### src/rtl/matrix_mult_pkg.sv
// rtl/matrix_mult_pkg.sv - shared types and default sizes for the matrix multiplier control path
// Contents: mm_state_e (FSM state encoding), mm_job_cfg_t (job descriptor),
//           default size constants and the descriptor field width MM_CW.
package matrix_mult_pkg;

  localparam int MM_WIDTH  = 8;
  localparam int MM_ROW    = 4;
  localparam int MM_COL    = 4;
  localparam int MM_W_SIZE = 256;
  localparam int MM_I_SIZE = 256;
  localparam int MM_O_SIZE = 256;

  // Descriptor counts/offsets are carried at a fixed width; the controller
  // truncates them to each memory's address width, which gives wrap-around.
  localparam int MM_CW = 16;

  // Encoding kept from the fixed 4x4 controller.
  typedef enum logic [2:0] {
    MM_IDLE   = 3'b000,
    MM_LOAD   = 3'b001,
    MM_IN     = 3'b011,
    MM_IN_OUT = 3'b010,
    MM_OUT    = 3'b110,
    MM_DONE   = 3'b111
  } mm_state_e;

  typedef struct packed {
    logic [MM_CW-1:0] w_rows_m1;
    logic [MM_CW-1:0] w_cols_m1;
    logic [MM_CW-1:0] i_rows_m1;
    logic [MM_CW-1:0] w_offset;
    logic [MM_CW-1:0] i_offset;
    logic [MM_CW-1:0] psum_offset;
    logic [MM_CW-1:0] o_offset;
    logic             accum_en;
    logic             reuse_w;
  } mm_job_cfg_t;

endpackage

### src/rtl/mm_lat_pipe.sv
// rtl/mm_lat_pipe.sv - PIPE_LAT-deep {valid, row index} delay line producing output and psum strobes
// Ports:
//   clk, rst_n              clock, synchronous active-low reset
//   in_valid, in_idx        input-row issue strobe and row index (registered by the caller)
//   accum_en                enables psum reads
//   psum_offset, o_offset   base addresses, already at memory address width
//   wen_next                value o_wen takes on the next cycle
//   psum_ren, psum_addr     psum read, one cycle ahead of the matching write
//   o_wen, o_addr           output write, PIPE_LAT cycles after in_valid
module mm_lat_pipe
  import matrix_mult_pkg::*;
#(
  parameter int PIPE_LAT = 8,
  parameter int OA       = 8
) (
  input  logic             clk,
  input  logic             rst_n,
  input  logic             in_valid,
  input  logic [MM_CW-1:0] in_idx,
  input  logic             accum_en,
  input  logic [OA-1:0]    psum_offset,
  input  logic [OA-1:0]    o_offset,
  output logic             wen_next,
  output logic             psum_ren,
  output logic [OA-1:0]    psum_addr,
  output logic             o_wen,
  output logic [OA-1:0]    o_addr
);

  // Stage s holds the issue from s cycles ago; the output registers form the
  // final stage, so o_wen lands exactly PIPE_LAT cycles after in_valid.
  logic [PIPE_LAT-1:1] v_q;
  logic [MM_CW-1:0]    idx_q [PIPE_LAT-1:1];
  logic                p_v;
  logic [MM_CW-1:0]    p_idx;

  // The psum tap sits one stage before the write tap; with a 2-deep pipe
  // that is the (already registered) input itself.
  generate
    if (PIPE_LAT == 2) begin : g_tap_in
      assign p_v   = in_valid;
      assign p_idx = in_idx;
    end else begin : g_tap_q
      assign p_v   = v_q[PIPE_LAT-2];
      assign p_idx = idx_q[PIPE_LAT-2];
    end
  endgenerate

  assign wen_next = v_q[PIPE_LAT-1];

  always_ff @(posedge clk) begin
    if (!rst_n) begin
      v_q <= '0;
      for (int s = 1; s < PIPE_LAT; s++) idx_q[s] <= '0;
      o_wen     <= 1'b0;
      o_addr    <= '0;
      psum_ren  <= 1'b0;
      psum_addr <= '0;
    end else begin
      v_q[1]   <= in_valid;
      idx_q[1] <= in_idx;
      for (int s = 2; s < PIPE_LAT; s++) begin
        v_q[s]   <= v_q[s-1];
        idx_q[s] <= idx_q[s-1];
      end
      o_wen     <= v_q[PIPE_LAT-1];
      o_addr    <= v_q[PIPE_LAT-1] ? o_offset + OA'(idx_q[PIPE_LAT-1]) : '0;
      psum_ren  <= accum_en & p_v;
      psum_addr <= (accum_en && p_v) ? psum_offset + OA'(p_idx) : '0;
    end
  end

endmodule

### src/rtl/mm_seq_ctrl.sv
// rtl/mm_seq_ctrl.sv - job sequencer for the weight-stationary systolic matrix multiplier
// Optional feature macro: MM_SEQ_CTRL_PERF_EN (adds perf_cycles / perf_jobs).
// Ports:
//   clk, rst_n                 clock, synchronous active-low reset
//   start, cfg                 job request and descriptor (accepted only in IDLE)
//   w_ren, w_addr              weight memory read
//   weight_load_en             array weight shift, w_ren delayed one cycle
//   i_ren, i_addr              input memory read
//   psum_ren, psum_addr        psum memory read (accumulate jobs only)
//   o_wen, o_addr              output memory write
//   accum_sel                  adder takes psum operand
//   w_cols_m1                  latched column count for column masking
//   state, busy, done          FSM state, not-idle flag, one-cycle completion pulse
//   perf_cycles, perf_jobs     busy-cycle and job counters (MM_SEQ_CTRL_PERF_EN only)
module mm_seq_ctrl
  import matrix_mult_pkg::*;
#(
  parameter int WIDTH    = MM_WIDTH,
  parameter int ROW      = MM_ROW,
  parameter int COL      = MM_COL,
  parameter int W_SIZE   = MM_W_SIZE,
  parameter int I_SIZE   = MM_I_SIZE,
  parameter int O_SIZE   = MM_O_SIZE,
  parameter int PIPE_LAT = ROW + COL
) (
  input  logic                      clk,
  input  logic                      rst_n,
  input  logic                      start,
  input  mm_job_cfg_t               cfg,
`ifdef MM_SEQ_CTRL_PERF_EN
  output logic [31:0]               perf_cycles,
  output logic [15:0]               perf_jobs,
`endif
  output logic                      w_ren,
  output logic [$clog2(W_SIZE)-1:0] w_addr,
  output logic                      weight_load_en,
  output logic                      i_ren,
  output logic [$clog2(I_SIZE)-1:0] i_addr,
  output logic                      psum_ren,
  output logic [$clog2(O_SIZE)-1:0] psum_addr,
  output logic                      o_wen,
  output logic [$clog2(O_SIZE)-1:0] o_addr,
  output logic                      accum_sel,
  output logic [MM_CW-1:0]          w_cols_m1,
  output mm_state_e                 state,
  output logic                      busy,
  output logic                      done
);

  localparam int WA = $clog2(W_SIZE);
  localparam int IA = $clog2(I_SIZE);
  localparam int OA = $clog2(O_SIZE);

  generate
    if (PIPE_LAT < 2 || ROW < 1 || COL < 1 || WIDTH < 1) begin : g_bad_params
      $error("mm_seq_ctrl: PIPE_LAT must be >= 2 and sizes >= 1");
    end
  endgenerate

  mm_job_cfg_t      cfg_q, cfg_d;
  logic [MM_CW-1:0] j_q, j_d;     // weight row counter
  logic [MM_CW-1:0] k_q, k_d;     // input issue counter
  mm_state_e        state_d;
  logic             w_ren_d, wle_d, i_ren_d, accum_d, busy_d, done_d;
  logic [WA-1:0]    w_addr_d;
  logic [IA-1:0]    i_addr_d;
  logic             wen_next;

  // Next-state and next-output logic. Every output is a register loaded from
  // these *_d values, so nothing combinational reaches a port from start/cfg.
  always_comb begin
    state_d  = state;
    cfg_d    = cfg_q;
    j_d      = j_q;
    k_d      = k_q;
    w_ren_d  = 1'b0;
    w_addr_d = '0;
    i_ren_d  = 1'b0;
    i_addr_d = '0;
    accum_d  = accum_sel;
    wle_d    = w_ren;

    case (state)
      MM_IDLE: begin
        if (start) begin
          cfg_d   = cfg;
          accum_d = cfg.accum_en;
          if (cfg.reuse_w) begin
            state_d  = MM_IN;
            i_ren_d  = 1'b1;
            k_d      = '0;
            i_addr_d = IA'(cfg.i_offset);
          end else begin
            state_d  = MM_LOAD;
            w_ren_d  = 1'b1;
            j_d      = '0;
            w_addr_d = WA'(cfg.w_offset);
          end
        end
      end

      MM_LOAD: begin
        if (w_ren && j_q != cfg_q.w_rows_m1) begin
          w_ren_d  = 1'b1;
          j_d      = j_q + 1'b1;
          w_addr_d = WA'(cfg_q.w_offset + j_q + 1'b1);
        end else if (weight_load_en && !w_ren) begin
          // Last weight shift is happening now; first issue follows.
          state_d  = MM_IN;
          i_ren_d  = 1'b1;
          k_d      = '0;
          i_addr_d = IA'(cfg_q.i_offset);
        end
      end

      MM_IN, MM_IN_OUT: begin
        if (i_ren && k_q != cfg_q.i_rows_m1) begin
          i_ren_d  = 1'b1;
          k_d      = k_q + 1'b1;
          i_addr_d = IA'(cfg_q.i_offset + k_q + 1'b1);
          // Writes start next cycle while issues continue: overlap phase.
          state_d  = wen_next ? MM_IN_OUT : MM_IN;
        end else begin
          state_d = MM_OUT;
        end
      end

      MM_OUT: begin
        if (o_wen && !wen_next) state_d = MM_DONE;
      end

      MM_DONE: state_d = MM_IDLE;

      default: state_d = MM_IDLE;
    endcase

    busy_d = (state_d != MM_IDLE);
    done_d = (state_d == MM_DONE);
  end

  always_ff @(posedge clk) begin
    if (!rst_n) begin
      state          <= MM_IDLE;
      cfg_q          <= '0;
      j_q            <= '0;
      k_q            <= '0;
      w_ren          <= 1'b0;
      w_addr         <= '0;
      weight_load_en <= 1'b0;
      i_ren          <= 1'b0;
      i_addr         <= '0;
      accum_sel      <= 1'b0;
      busy           <= 1'b0;
      done           <= 1'b0;
    end else begin
      state          <= state_d;
      cfg_q          <= cfg_d;
      j_q            <= j_d;
      k_q            <= k_d;
      w_ren          <= w_ren_d;
      w_addr         <= w_addr_d;
      weight_load_en <= wle_d;
      i_ren          <= i_ren_d;
      i_addr         <= i_addr_d;
      accum_sel      <= accum_d;
      busy           <= busy_d;
      done           <= done_d;
    end
  end

  assign w_cols_m1 = cfg_q.w_cols_m1;

  mm_lat_pipe #(
    .PIPE_LAT (PIPE_LAT),
    .OA       (OA)
  ) u_lat_pipe (
    .clk         (clk),
    .rst_n       (rst_n),
    .in_valid    (i_ren),
    .in_idx      (k_q),
    .accum_en    (cfg_q.accum_en),
    .psum_offset (OA'(cfg_q.psum_offset)),
    .o_offset    (OA'(cfg_q.o_offset)),
    .wen_next    (wen_next),
    .psum_ren    (psum_ren),
    .psum_addr   (psum_addr),
    .o_wen       (o_wen),
    .o_addr      (o_addr)
  );

`ifdef MM_SEQ_CTRL_PERF_EN
  always_ff @(posedge clk) begin
    if (!rst_n) begin
      perf_cycles <= '0;
      perf_jobs   <= '0;
    end else begin
      if (busy && !(&perf_cycles)) perf_cycles <= perf_cycles + 32'd1;
      if (done) perf_jobs <= perf_jobs + 16'd1;
    end
  end
`endif

endmodule

### config.mk
export PLATFORM = sky130hd
export DESIGN_NAME = mm_seq_ctrl
export DESIGN_NICKNAME = d
export VERILOG_FILES = /design/src/rtl/matrix_mult_pkg.sv /design/src/rtl/mm_lat_pipe.sv /design/src/rtl/mm_seq_ctrl.sv
export SDC_FILE = /design/constraint.sdc
export NUM_CORES = 1
export LEC_CHECK = 0
export ABC_CLOCK_PERIOD_IN_PS = 2260
export CAP_MARGIN = 40
export CORE_AREA = 2 2 145 133
export DETAILED_ROUTE_END_ITERATION = 10
export DIE_AREA = 0 0 147 135
export PLACE_DENSITY = 0.77
export SYNTH_ARGS = -nofsm -noshare
export SYNTH_HDL_FRONTEND = slang
export SYNTH_SLANG_ARGS = --single-unit
### constraint.sdc
create_clock -name clk -period 2.26 [get_ports clk]
set_input_delay 0.452 -clock clk [delete_from_list [all_inputs] [get_ports clk]]
set_output_delay 0.452 -clock clk [all_outputs]
set_load 0.005 [all_outputs]
# Word-level counts from Yosys, hierarchy flattened
# Memory sizes are Yosys's and may differ from the RTL's.
# Cells that the tools add are included.
# totals
ff_bits	162
mem_bits_rw	112
output_inout_bits	59
wordCells	118
mem_count	1
# memory_table
name	words	word_bits	read_ports	rd_clocked_by_memory_dff	write_ports	line	source
u_lat_pipe.idx_q	7	16	7	0	7	mm_lat_pipe.sv:33	logic [MM_CW-1:0] idx_q [PIPE_LAT-1:1];
# op_classes
add_sub_neg	8
eq_ne	14
n_mux	47
bitwise	8
n_reduce_logical	17
# ops
cell	n
$mux W16	15
$mux W8	8
$pmux W16 S3	1
$add A16 B1 Y16 const B	2
$add A8 B8 Y8	4
$ne A16 B16 Y1	2
$pmux W16 S2	1
$pmux W8 S3	1
$add A8 B1 Y8 const B	2
$pmux W8 S2	1
$mux W3	5
$ne A2 B2 Y1 const B	7
$pmux W3 S4	1
$mux W1	11
$or A1 B1 Y1	7
$eq A3 B2 Y1 const B	2
$eq A3 B3 Y1 const B	2
$reduce_and A2 Y1	3
$reduce_and A6 Y1	1
$reduce_bool A3 Y1	2
$logic_and A1 B1 Y1	5
$reduce_and A4 Y1	1
$eq A3 B1 Y1 const B	1
$logic_not A3 Y1	1
7 further kinds	8

# Longest topological paths before layout
# Gate-level depths: netlist of run 1.
# logic_depth
depth_word	6
mapped_depth	9
mapped_depth_nobuf	9

# Hierarchy
# Synthesis of run 1 repeated with hierarchy kept, for this count alone.
# unflattened
hier_cells	1031
hier_area_um2	9092.5
# modules_own_cells
mod	n_inst	cells_each	area_per_inst_um2	seq_area_each_um2
mm_seq_ctrl	1	775	6317.3	2742.6
mm_lat_pipe	1	256	2775.2	1621.6

# Worst setup path before layout of run 1
# No wires, ideal clock.
# synth_timing
kind	register to register
from	register j_q[0]
to	register w_addr[6]
setup_ns	0.061
t_arrival_ns	1.982
required_time_ns	2.199
slack_ns	0.217
stages_incl_launch_ff	10
path_buffers	0
path_cell_list	dfxtp_1 -> inv_1 -> ha_1 -> fa_1 -> nor2b_1 -> o21ai_0 -> a21oi_1 -> o21ai_0 -> a2111oi_0 -> a311o_1
# synth_between
elab_chain_cells	4
# synth_rtl
element	line	source
start: declaration	mm_seq_ctrl.sv:61	logic [MM_CW-1:0] j_q, j_d;
start signal: assignment	mm_seq_ctrl.sv:158	j_q <= j_d;
$add A8 B8 Y8 / $ne A16 B16 Y1 (equally long branches)	mm_seq_ctrl.sv:106, mm_seq_ctrl.sv:103	
$add A8 B1 Y8 / $logic_and A1 B1 Y1 (equally long branches)	mm_seq_ctrl.sv:106, mm_seq_ctrl.sv:103	
$mux W8 (*)	mm_seq_ctrl.sv:103	if (w_ren && j_q != cfg_q.w_rows_m1) begin
$pmux W8 S2 (*)	mm_seq_ctrl.sv:83	case (state)
end signal: assignment	mm_seq_ctrl.sv:161	w_addr <= w_addr_d;
end: declaration	mm_seq_ctrl.sv:35	output logic [$clog2(W_SIZE)-1:0] w_addr,
# Mark *: on every way between the ends. The rest lies on a longest branch, timed or not.
# A chain may end at the register's enable or synchronous reset.

# Final worst setup path of run 1
# layout_timing
from	register state[1]
to	output port state[1]
# layout_lines
element	line	source
start: declaration	mm_seq_ctrl.sv:45	output mm_state_e state,
start signal: assignment	mm_seq_ctrl.sv:156	state <= state_d;
# No word-level cell between the ends.

==> impl_metrics.yaml, run 1 <==
clocking:
  cts_buffers: 22
  worstSkewPairLatency_ns: 0.50
  clkSinkCount: 218
  cts_buffer_depth: 3
  clkTransAtPathRegs_ns: 0.06
  cts-root-buf: "sky130_fd_sc_hd__clkbuf_16"
  cts_max_level: 1
  cts_tree: "built"
timing:
  slew-limit-headroom: 0.405
  final_hold_viol_count: 0
  worstMarginPinSlew_ns: 0.889
  rsz0062_at_grt: "false"
  final.period_utilization: 0.950
  clock_skew_ns: 0.0148
  period_needed_ns: 2.15
  fmax_mhz: 466
  hold_ws_ns: 0.399
  timing.final.max_slew_violations: 0
  tns_ns: 0
  setup_viol_count_final: 0
routing:
  first_iteration_detailed_routing_drc_count: 439
  remaining_drc_errors: 0
  detail_route.wirelength_mm: 21.4
  drt-wirelength-per-cell_um: 14.9
  count_of_antenna_violating_nets_left_after_detailed_routing: 0
  route.vias.total: 7367
  drt_first_pass_iters: 5
  avgViaCountPerCell: 5.13
place:
  hpwl_mm: 14.9
  port_buffers: 143
  routabilityCongestion: 0.895
  placed_area_mm2: 0.0108
yosys:
  compound_gate_fraction_of_synth_area: 0.120
  post_synth_inst_count: 1029
  most_used_dff_post_synth: "sky130_fd_sc_hd__dfxtp_1"
  post_synth_instance_area_mm2: 0.00902
  yosys.area_share.xor_xnor: 0.0534
  synth_area_in_simple_gates: 0.231
  synthesis.area_per_instance_um2: 8.77
  yosysWarningCount: 0
  synth_cell_type_count: 53
  synth-async-reset-ratio: 0
  yosys.area_share.adder: 0.0505
  synth_edf_count: 0
  synth_nets: 1180
  synth.mux.area_fraction: 0.0122
  yosys_register_bits: 218
  synth.yosys.seq_area_share: 0.484
  dominant_combinational_cell_family_by_area_after_synthesis: "simple AND/OR/NAND/NOR gates"
pwr:
  powerDensity_mw_per_mm2: 785
  cellLeakagePower_uw: 0.00468
  vdd.ir_drop.worst_v: 0.000571
  p_total_uw: 9070
setup_path:
  timing.critical_path.slowest_stage_cell: "sky130_fd_sc_hd__clkdlybuf4s50_1"
  criticalPathCategory: "register to output port"
  minimum_setup_slack_among_reg_to_reg_paths_ns: 0.14
  critical_path.max_stage_delay_ns: 0.63
  path_delay_family: "buffers and inverters"
  crit_path_cell_trace: "clkdlybuf4s50_1"
  critical_path_peak_fanout: 12
  critical_path.n_buffers_inverters: 1
  critical_path.endpoint_type: "output port"
  timing.critical_path.arrival_ns: 1.69
  cp-start-kind: "register"
  cp_data_required_time_ns: 1.81
global_route:
  first_global_vias: 7089
  grt-ovfl-total: 0
  grt_antenna_before_repair: 0
  global_route_wire_length_before_repair_mm: 34.8
  grtUsageTotal: 0.213
  grt_max_degree: 54
status:
  run_status: "complete, no violations"
layout:
  layout.cells.most_common: "sky130_fd_sc_hd__dfxtp_1"
  final_cell_area_mm2: 0.0116
  commonest_cells_after_routing_fill_and_taps_aside: "sky130_fd_sc_hd__dfxtp_1, sky130_fd_sc_hd__nand2_1, sky130_fd_sc_hd__clkdlybuf4s50_1"
  drive_above_1_share: 0.0856
  layout.nets: 1326
  area_growth_pct: 28.2
  diodes: 0
hold_path:
  min-delay-path-class: "input port to register"
floorplan:
  fp.dieW_um: 147
  die_h_um: 135
  initial_core_util: 0.495
  dieArea_mm2: 0.0198
  core_area_mm2: 0.0182
  io_pins: 176
  row_count: 47
flow_run:
  max-cap-violations: 0
## synth_stat cells, types with 4 or more instances
cell type	instances	area share
sky130_fd_sc_hd__a2111oi_0	4	0.0039
sky130_fd_sc_hd__a21boi_0	4	0.0033
sky130_fd_sc_hd__a21o_1	5	0.0042
sky130_fd_sc_hd__a21oi_1	104	0.058
sky130_fd_sc_hd__a222oi_1	7	0.0078
sky130_fd_sc_hd__and2_1	70	0.049
sky130_fd_sc_hd__and3_1	18	0.012
sky130_fd_sc_hd__buf_2	5	0.0028
sky130_fd_sc_hd__buf_4	16	0.013
sky130_fd_sc_hd__clkbuf_1	41	0.017
sky130_fd_sc_hd__dfxtp_1	218	0.48
sky130_fd_sc_hd__fa_1	4	0.0089
sky130_fd_sc_hd__ha_1	30	0.042
sky130_fd_sc_hd__inv_1	35	0.015
sky130_fd_sc_hd__mux2i_1	11	0.012
sky130_fd_sc_hd__nand2_1	197	0.082
sky130_fd_sc_hd__nand2b_1	5	0.0035
sky130_fd_sc_hd__nand3_1	15	0.0083
sky130_fd_sc_hd__nand3b_1	4	0.0033
sky130_fd_sc_hd__nand4_1	18	0.012
sky130_fd_sc_hd__nor2_1	55	0.023
sky130_fd_sc_hd__nor2b_1	12	0.0083
sky130_fd_sc_hd__nor3_1	10	0.0055
sky130_fd_sc_hd__nor4_1	5	0.0035
sky130_fd_sc_hd__o21a_1	6	0.0050
sky130_fd_sc_hd__o21ai_0	23	0.013
sky130_fd_sc_hd__or2_2	5	0.0035
sky130_fd_sc_hd__or3_1	11	0.0076
sky130_fd_sc_hd__xnor2_1	27	0.026
sky130_fd_sc_hd__xor2_1	28	0.027
## metal layers
layer,vias up,GRT usage,share of wire
li1,3737,-,-
met4,0,0.0646,0.027
met2,160,0.359,0.47
met3,40,0.0304,0.036
met1,3430,0.286,0.46
met5,-,0,0
## power breakdown
part	total, µW	internal [µW]	leakage (µW)	switching, µW
logic	1280	588	0.00254	688
registers	4150	4020	0.00177	129
clock network	3650	2170	0.000378	1480
total	9070	6770	0.00468	2300
## stage by stage
| stage | util | std cells | setup WS, ns |
|---|---|---|---|
| after global placement | 0.592 | 1395 | -0.0322 |
| after CTS | 0.633 | 1435 | 0.0132 |
| after global routing | 0.634 | 1436 | 0.00829 |
| after detailed placement | 0.592 | 1395 | -0.0626 |
| after floorplan | - | 1029 | 0.217 |
| final | 0.634 | 1436 | 0.114 |
## worst min-delay path, stage by stage
cell                       delay, ns
sky130_fd_sc_hd__buf_2          0.22
sky130_fd_sc_hd__o211ai_1       0.13
sky130_fd_sc_hd__nor2_1         0.05
## worst paths after layout
path                                                         start                                 end  depth (start not counted)
worst max-delay path                           state[1]$_SDFF_PN0_                            state[1]                          1
worst min-delay path                                         rst_n                 state[0]$_SDFF_PN0_                          3
worst max register to register                 k_q[0]$_SDFFE_PN0P_                 k_q[5]$_SDFFE_PN0P_                          8
worst min register to register  u_lat_pipe.idx_q[0][71]$_SDFF_PN0_  u_lat_pipe.idx_q[0][87]$_SDFF_PN0_                          1
## cells by family after synthesis
kind of cell | Yosys count
AO/OA/AOI/OAI | 177
XOR/XNOR | 55
adder cells (fa/ha/maj) | 34
buffers and inverters | 99
flip-flops | 218
multiplexers | 11
AND/OR/NAND/NOR | 435
## layout make-up
class | count | area [µm²]
well taps | 245 | 307
flip-flops and latches | 218 | 4370
multi-input cells | 712 | 4240
clock buffers | 30 | 662
repair buffers | 186 | 1770
clock inverters | 10 | 78.8
fillers | 1549 | 6670
inverters | 35 | 131
## registers in the layout (all words and copies together) (netlist names), 8 cells and up
register and count:
cfg_q 65, u_lat_pipe.idx_q 56, j_q 16, k_q 16, w_cols_m1 16, i_addr 8, u_lat_pipe.o_addr 8, u_lat_pipe.psum_addr 8
w_addr 8
## repair_timing
action / CTS / global route
resized for setup: 0 / 7
buffers inserted: 0 / 1
hold buffers: 0 / 0
setup endpoints to repair: 0 / 12
(Power assumes the default switching activity.)
==> run 2, diff against run 1 <==
--- a/config.mk
+++ b/config.mk
@@ -7,10 +7,10 @@
 export LEC_CHECK = 0
 export ABC_CLOCK_PERIOD_IN_PS = 2260
 export CAP_MARGIN = 40
-export CORE_AREA = 2 2 145 133
+export CORE_AREA = 2 2 142 130
 export DETAILED_ROUTE_END_ITERATION = 10
-export DIE_AREA = 0 0 147 135
-export PLACE_DENSITY = 0.77
+export DIE_AREA = 0 0 144 132
+export PLACE_DENSITY = 0.8
 export SYNTH_ARGS = -nofsm -noshare
 export SYNTH_HDL_FRONTEND = slang
 export SYNTH_SLANG_ARGS = --single-unit
==> run 2 against run 1 <==
  * Sequential share of layout area increased by 0.060 points
  * Global-route usage increased by 0.73 points
  * Utilization increased by 2.8 points
  * Final cell count decreased by 0.49%
  * Critical path type unchanged
  * Clock skew decreased by 0.0018 ns
  * Cell area decreased by 0.13%
  * Die area decreased by 4.2%
==> impl_metrics.yaml, run 2 (synthesis results as in run 1) <==
floorplan:
  row_count: 46
  dieArea_mm2: 0.0190
  die_h_um: 132
  initial_core_util: 0.517
  io_pins: 176
  fp.dieW_um: 144
  core_area_mm2: 0.0174
clocking:
  worstSkewPairLatency_ns: 0.51
  cts-root-buf: "sky130_fd_sc_hd__clkbuf_16"
  cts_max_level: 1
  cts_buffers: 23
  cts_buffer_depth: 3
  clkSinkCount: 218
  clkTransAtPathRegs_ns: 0.06
  cts_tree: "built"
layout:
  drive_above_1_share: 0.0849
  area_growth_pct: 28.0
  diodes: 0
  biggest_registers_after_layout: "cfg_q: 65 flops, u_lat_pipe.idx_q: 56 flops"
  layout.cells.most_common: "sky130_fd_sc_hd__dfxtp_1"
  commonest_cells_after_routing_fill_and_taps_aside: "sky130_fd_sc_hd__dfxtp_1, sky130_fd_sc_hd__nand2_1, sky130_fd_sc_hd__clkdlybuf4s50_1"
  final_non_filler_cell_total: 1429
  layout.nets: 1325
  largest_register: "cfg_q"
  number_of_flip_flops_in_the_largest_register: 65
pwr:
  power.share.switching: 0.253
  power.share.sequential: 0.453
  p_comb_frac: 0.138
  clock_power_share: 0.410
  cellInternalPower_uw: 6840
  total_switching_power_uw: 2320
  vdd.ir_drop.worst_v: 0.000616
  cellLeakagePower_uw: 0.00467
  powerDensity_mw_per_mm2: 793
timing:
  clock_skew_ns: 0.0130
  fmax_mhz: 445
  hold_ws_ns: 0.299
  worstMarginPinSlew_ns: 0.813
  setup_viol_count_final: 0
  rsz0062_at_grt: "true"
  final_hold_viol_count: 0
  period_needed_ns: 2.25
  timing.final.max_slew_violations: 0
  slew-limit-headroom: 0.456
  final.period_utilization: 0.995
place:
  port_buffers: 143
  place.detailed.instances: 1389
  routabilityCongestion: 0.881
  hpwl_mm: 14.9
global_route:
  grt_antenna_before_repair: 0
  global_route_wire_length_before_repair_mm: 34.1
  grt_max_degree: 56
  first_global_vias: 7057
  grt-ovfl-total: 0
  grtUsageTotal: 0.220
routing:
  drt-wirelength-per-cell_um: 14.8
  first_iteration_detailed_routing_drc_count: 474
  detail_route.wirelength_mm: 21.1
  avgViaCountPerCell: 5.14
  drt_first_pass_iters: 5
  remaining_drc_errors: 0
  route.vias.total: 7342
  count_of_antenna_violating_nets_left_after_detailed_routing: 0
status:
  run_status: "complete, no violations"
hold_path:
  min-delay-path-class: "input port to register"
setup_path:
  timing.critical_path.arrival_ns: 1.80
  criticalPathCategory: "register to output port"
  cp_data_required_time_ns: 1.81
  critical_path.endpoint_type: "output port"
  critical_path_peak_fanout: 15
  cp-start-kind: "register"
flow_run:
  max-cap-violations: 0
run 2: path summary, 6_finish.rpt:
kind         slack, ns                                 end                               start  depth (start not counted)
max reg2reg       0.12                 k_q[5]$_SDFFE_PN0P_                 k_q[0]$_SDFFE_PN0P_                          8
min reg2reg       0.43  u_lat_pipe.idx_q[0][83]$_SDFF_PN0_  u_lat_pipe.idx_q[0][67]$_SDFF_PN0_                          1
max               0.01                            state[1]                 state[1]$_SDFF_PN0_                          2
min               0.30                 state[0]$_SDFF_PN0_                               rst_n                          3
run 2: timing repair:
action / in CTS / in global routing
resized for setup: 1 / 8
endpoints found under the setup margin: 1 / 7
buffers inserted: 0 / 0
hold buffers: 0 / 0
cloned: 0 / 0
pin swaps: 1 / 4
run 2: power by group through the flow:
| stage | Sequential (µW) | Combinational (µW) | Clock (µW) |
|---|---|---|---|
| floorplan | 4190 | 755 | 0 |
| global placement | 4220 | 1230 | 0 |
| detailed placement | 4230 | 1260 | 0 |
| CTS | 4140 | 1270 | 3820 |
| global route | 4160 | 1400 | 3990 |
| finish | 4140 | 1260 | 3750 |
run 2: cell type report:
cell class | count | area, µm²
clock buffer | 29 | 638
clock inverter | 11 | 121
fill | 1374 | 5890
inverter | 35 | 131
multi-input combinational | 712 | 4240
sequential | 218 | 4370
tap | 240 | 300
timing repair buffer | 184 | 1750
run 2: routing by layer:
| layer | share of wire | track usage |
|---|---|---|
| met1 | 0.45 | 0.298 |
| met2 | 0.47 | 0.362 |
| met3 | 0.047 | 0.0352 |
| met4 | 0.030 | 0.0675 |
| met5 | 0 | 0 |
run 2: stage by stage:
step / setup slack [ns] / power, µW / util / TNS, ns / cell area, µm²
3_5_place_dp: -0.0627 / 5480 / 0.617 / -0.430 / 10800
2_1_floorplan: 0.217 / 4950 / - / 0 / 9020
4_1_cts: 0.00800 / 9230 / 0.661 / 0 / 11500
6_report: 0.0105 / 9160 / 0.662 / 0 / 11500
3_3_place_gp: -0.0609 / 5450 / 0.617 / -0.263 / 10800
5_1_grt: -0.0465 / 9560 / 0.662 / -0.0953 / 11500
run 2: critical path, stage by stage, from the launching register on:
cell and delay (ns):
sky130_fd_sc_hd__dfxtp_1 0.45, sky130_fd_sc_hd__buf_4 0.26, sky130_fd_sc_hd__clkdlybuf4s50_1 0.58
==> run 3, diff against run 2 <==
--- a/config.mk
+++ b/config.mk
@@ -7,10 +7,11 @@
 export LEC_CHECK = 0
 export ABC_CLOCK_PERIOD_IN_PS = 2260
 export CAP_MARGIN = 40
-export CORE_AREA = 2 2 142 130
+export CORE_AREA = 2 2 153 140
 export DETAILED_ROUTE_END_ITERATION = 10
-export DIE_AREA = 0 0 144 132
-export PLACE_DENSITY = 0.8
+export DIE_AREA = 0 0 155 142
+export PLACE_DENSITY = 0.7
+export SKIP_CTS_REPAIR_TIMING = 1
 export SYNTH_ARGS = -nofsm -noshare
 export SYNTH_HDL_FRONTEND = slang
 export SYNTH_SLANG_ARGS = --single-unit
==> run 3 against run 2 <==
  * Routed wire length rose by 1.9%
  * First-iteration DRC count decreased by 12%
  * Power is 3.2% higher
  * Die area grew 16%
  * Sequential cell count unchanged
  * Maximum frequency increased by 5.3%
  * Clock skew grew 0.0023 ns
  * Sequential power is essentially flat
  * Sequential share of layout area fell by 0.30 points
  * Largest power group unchanged
==> impl_metrics.yaml, run 3 (synthesis results as in run 1) <==
status:
  run_status: "complete, no violations"
setup_path:
  timing.critical_path.arrival_ns: 1.68
  timing.critical_path.slowest_stage_cell: "sky130_fd_sc_hd__clkdlybuf4s50_1"
  cp_data_required_time_ns: 1.81
  critical_path_peak_fanout: 10
  setup.worst_path.start: "state[2]$_SDFF_PN0_"
  crit_path_cell_trace: "clkdlybuf4s50_1"
  criticalPathCategory: "register to output port"
  critical_path.max_stage_delay_ns: 0.65
  cp-start-kind: "register"
  path_delay_family: "buffers and inverters"
  critical_path.n_buffers_inverters: 1
  worstReg2RegStart: "j_q[0]$_SDFFE_PN0P_"
  minimum_setup_slack_among_reg_to_reg_paths_ns: 0.18
  critical_path.endpoint_type: "output port"
layout:
  postLayoutCoreUtil: 0.569
  number_of_fillers_in_the_final_layout: 1849
  layout.cells.most_common: "sky130_fd_sc_hd__dfxtp_1"
  commonest_cells_after_routing_fill_and_taps_aside: "sky130_fd_sc_hd__dfxtp_1, sky130_fd_sc_hd__nand2_1, sky130_fd_sc_hd__clkdlybuf4s50_1"
  drive_above_1_share: 0.0809
  diodes: 0
  largest_register: "cfg_q"
  final_cell_area_mm2: 0.0116
  layout.nets: 1322
  area_growth_pct: 29.0
  biggest_registers_after_layout: "cfg_q: 65 flops, u_lat_pipe.idx_q: 56 flops"
  number_of_flip_flops_in_the_largest_register: 65
place:
  routabilityCongestion: 0.884
  placed_area_mm2: 0.0108
  hpwl_mm: 14.9
  port_buffers: 143
pwr:
  powerDensity_mw_per_mm2: 812
  vdd.ir_drop.worst_v: 0.000357
  cellLeakagePower_uw: 0.00469
timing:
  worstMarginPinSlew_ns: 0.796
  slew-limit-headroom: 0.467
  rsz0062_at_grt: "false"
  period_needed_ns: 2.14
  final_hold_viol_count: 0
  final.period_utilization: 0.945
  setup_viol_count_final: 0
  tns_ns: 0
  clock_skew_ns: 0.0153
  timing.final.max_slew_violations: 0
  fmax_mhz: 468
routing:
  drt-wirelength-per-cell_um: 14.9
  count_of_antenna_violating_nets_left_after_detailed_routing: 0
  drt_first_pass_iters: 6
  remaining_drc_errors: 0
  route.vias.total: 7189
  detail_route.wirelength_mm: 21.5
  first_iteration_detailed_routing_drc_count: 418
  avgViaCountPerCell: 4.97
hold_path:
  min-delay-path-class: "input port to register"
  min-delay-start: "rst_n"
clocking:
  clkTransAtPathRegs_ns: 0.06
  cts_buffers: 23
  cts_max_level: 1
  cts-root-buf: "sky130_fd_sc_hd__clkbuf_16"
  clkSinkCount: 218
  cts_tree: "built"
  cts_buffer_depth: 3
  worstSkewPairLatency_ns: 0.50
floorplan:
  initial_core_util: 0.441
  core_area_mm2: 0.0205
  dieArea_mm2: 0.0220
  die_h_um: 142
  io_pins: 176
  row_count: 50
  fp.dieW_um: 155
global_route:
  grt_max_degree: 63
  grtUsageTotal: 0.193
  first_global_vias: 6887
  grt-ovfl-total: 0
  grt_antenna_before_repair: 0
  global_route_wire_length_before_repair_mm: 34.5
flow_run:
  max-cap-violations: 0
[run 3: report_power, final]
group / switching, µW / internal [µW]
Sequential: 127 / 4020
Combinational: 681 / 580
Clock: 1470 / 2570
Total: 2280 / 7170
[run 3: layout make-up]
| class | count | area, µm² | area share |
|---|---|---|---|
| clock buffer | 32 | 649 | 0.0558 |
| clock inverter | 8 | 165 | 0.0142 |
| inverter | 35 | 131 | 0.0113 |
| multi-input combinational | 712 | 4250 | 0.365 |
| sequential | 218 | 4370 | 0.375 |
| tap | 260 | 325 | 0.0280 |
| timing repair buffer | 181 | 1750 | 0.150 |
[run 3: path summary, 6_finish.rpt]
check / end / cells past startpoint
worst min register to register: u_lat_pipe.idx_q[0][80]$_SDFF_PN0_ / 1
worst max register to register: w_addr[6]$_SDFF_PN0_ / 9
worst min-delay path: weight_load_en$_SDFF_PN0_ / 2
worst max-delay path: state[2] / 1
[run 3: layer usage]
layer / GRT usage / up-vias / wire, µm
met5: 0 / - / 0
met4: 0.0551 / 0 / 529
met2: 0.322 / 143 / 10100
met1: 0.262 / 3294 / 10000
met3: 0.0277 / 37 / 811
li1: - / 3715 / -
[run 3: stage by stage]
step / power [µW] / cells / worst slack [ns] / hold WS (ns)
floorplan: 4950 / 1029 / 0.217 / 0.412
global placement: 5470 / 1406 / -0.00804 / 0.414
detailed placement: 5490 / 1406 / -0.0350 / 0.417
CTS: 9550 / 1446 / -0.0543 / 0.313
global route: 9840 / 1446 / 0.00202 / 0.324
finish: 9450 / 1446 / 0.124 / 0.338
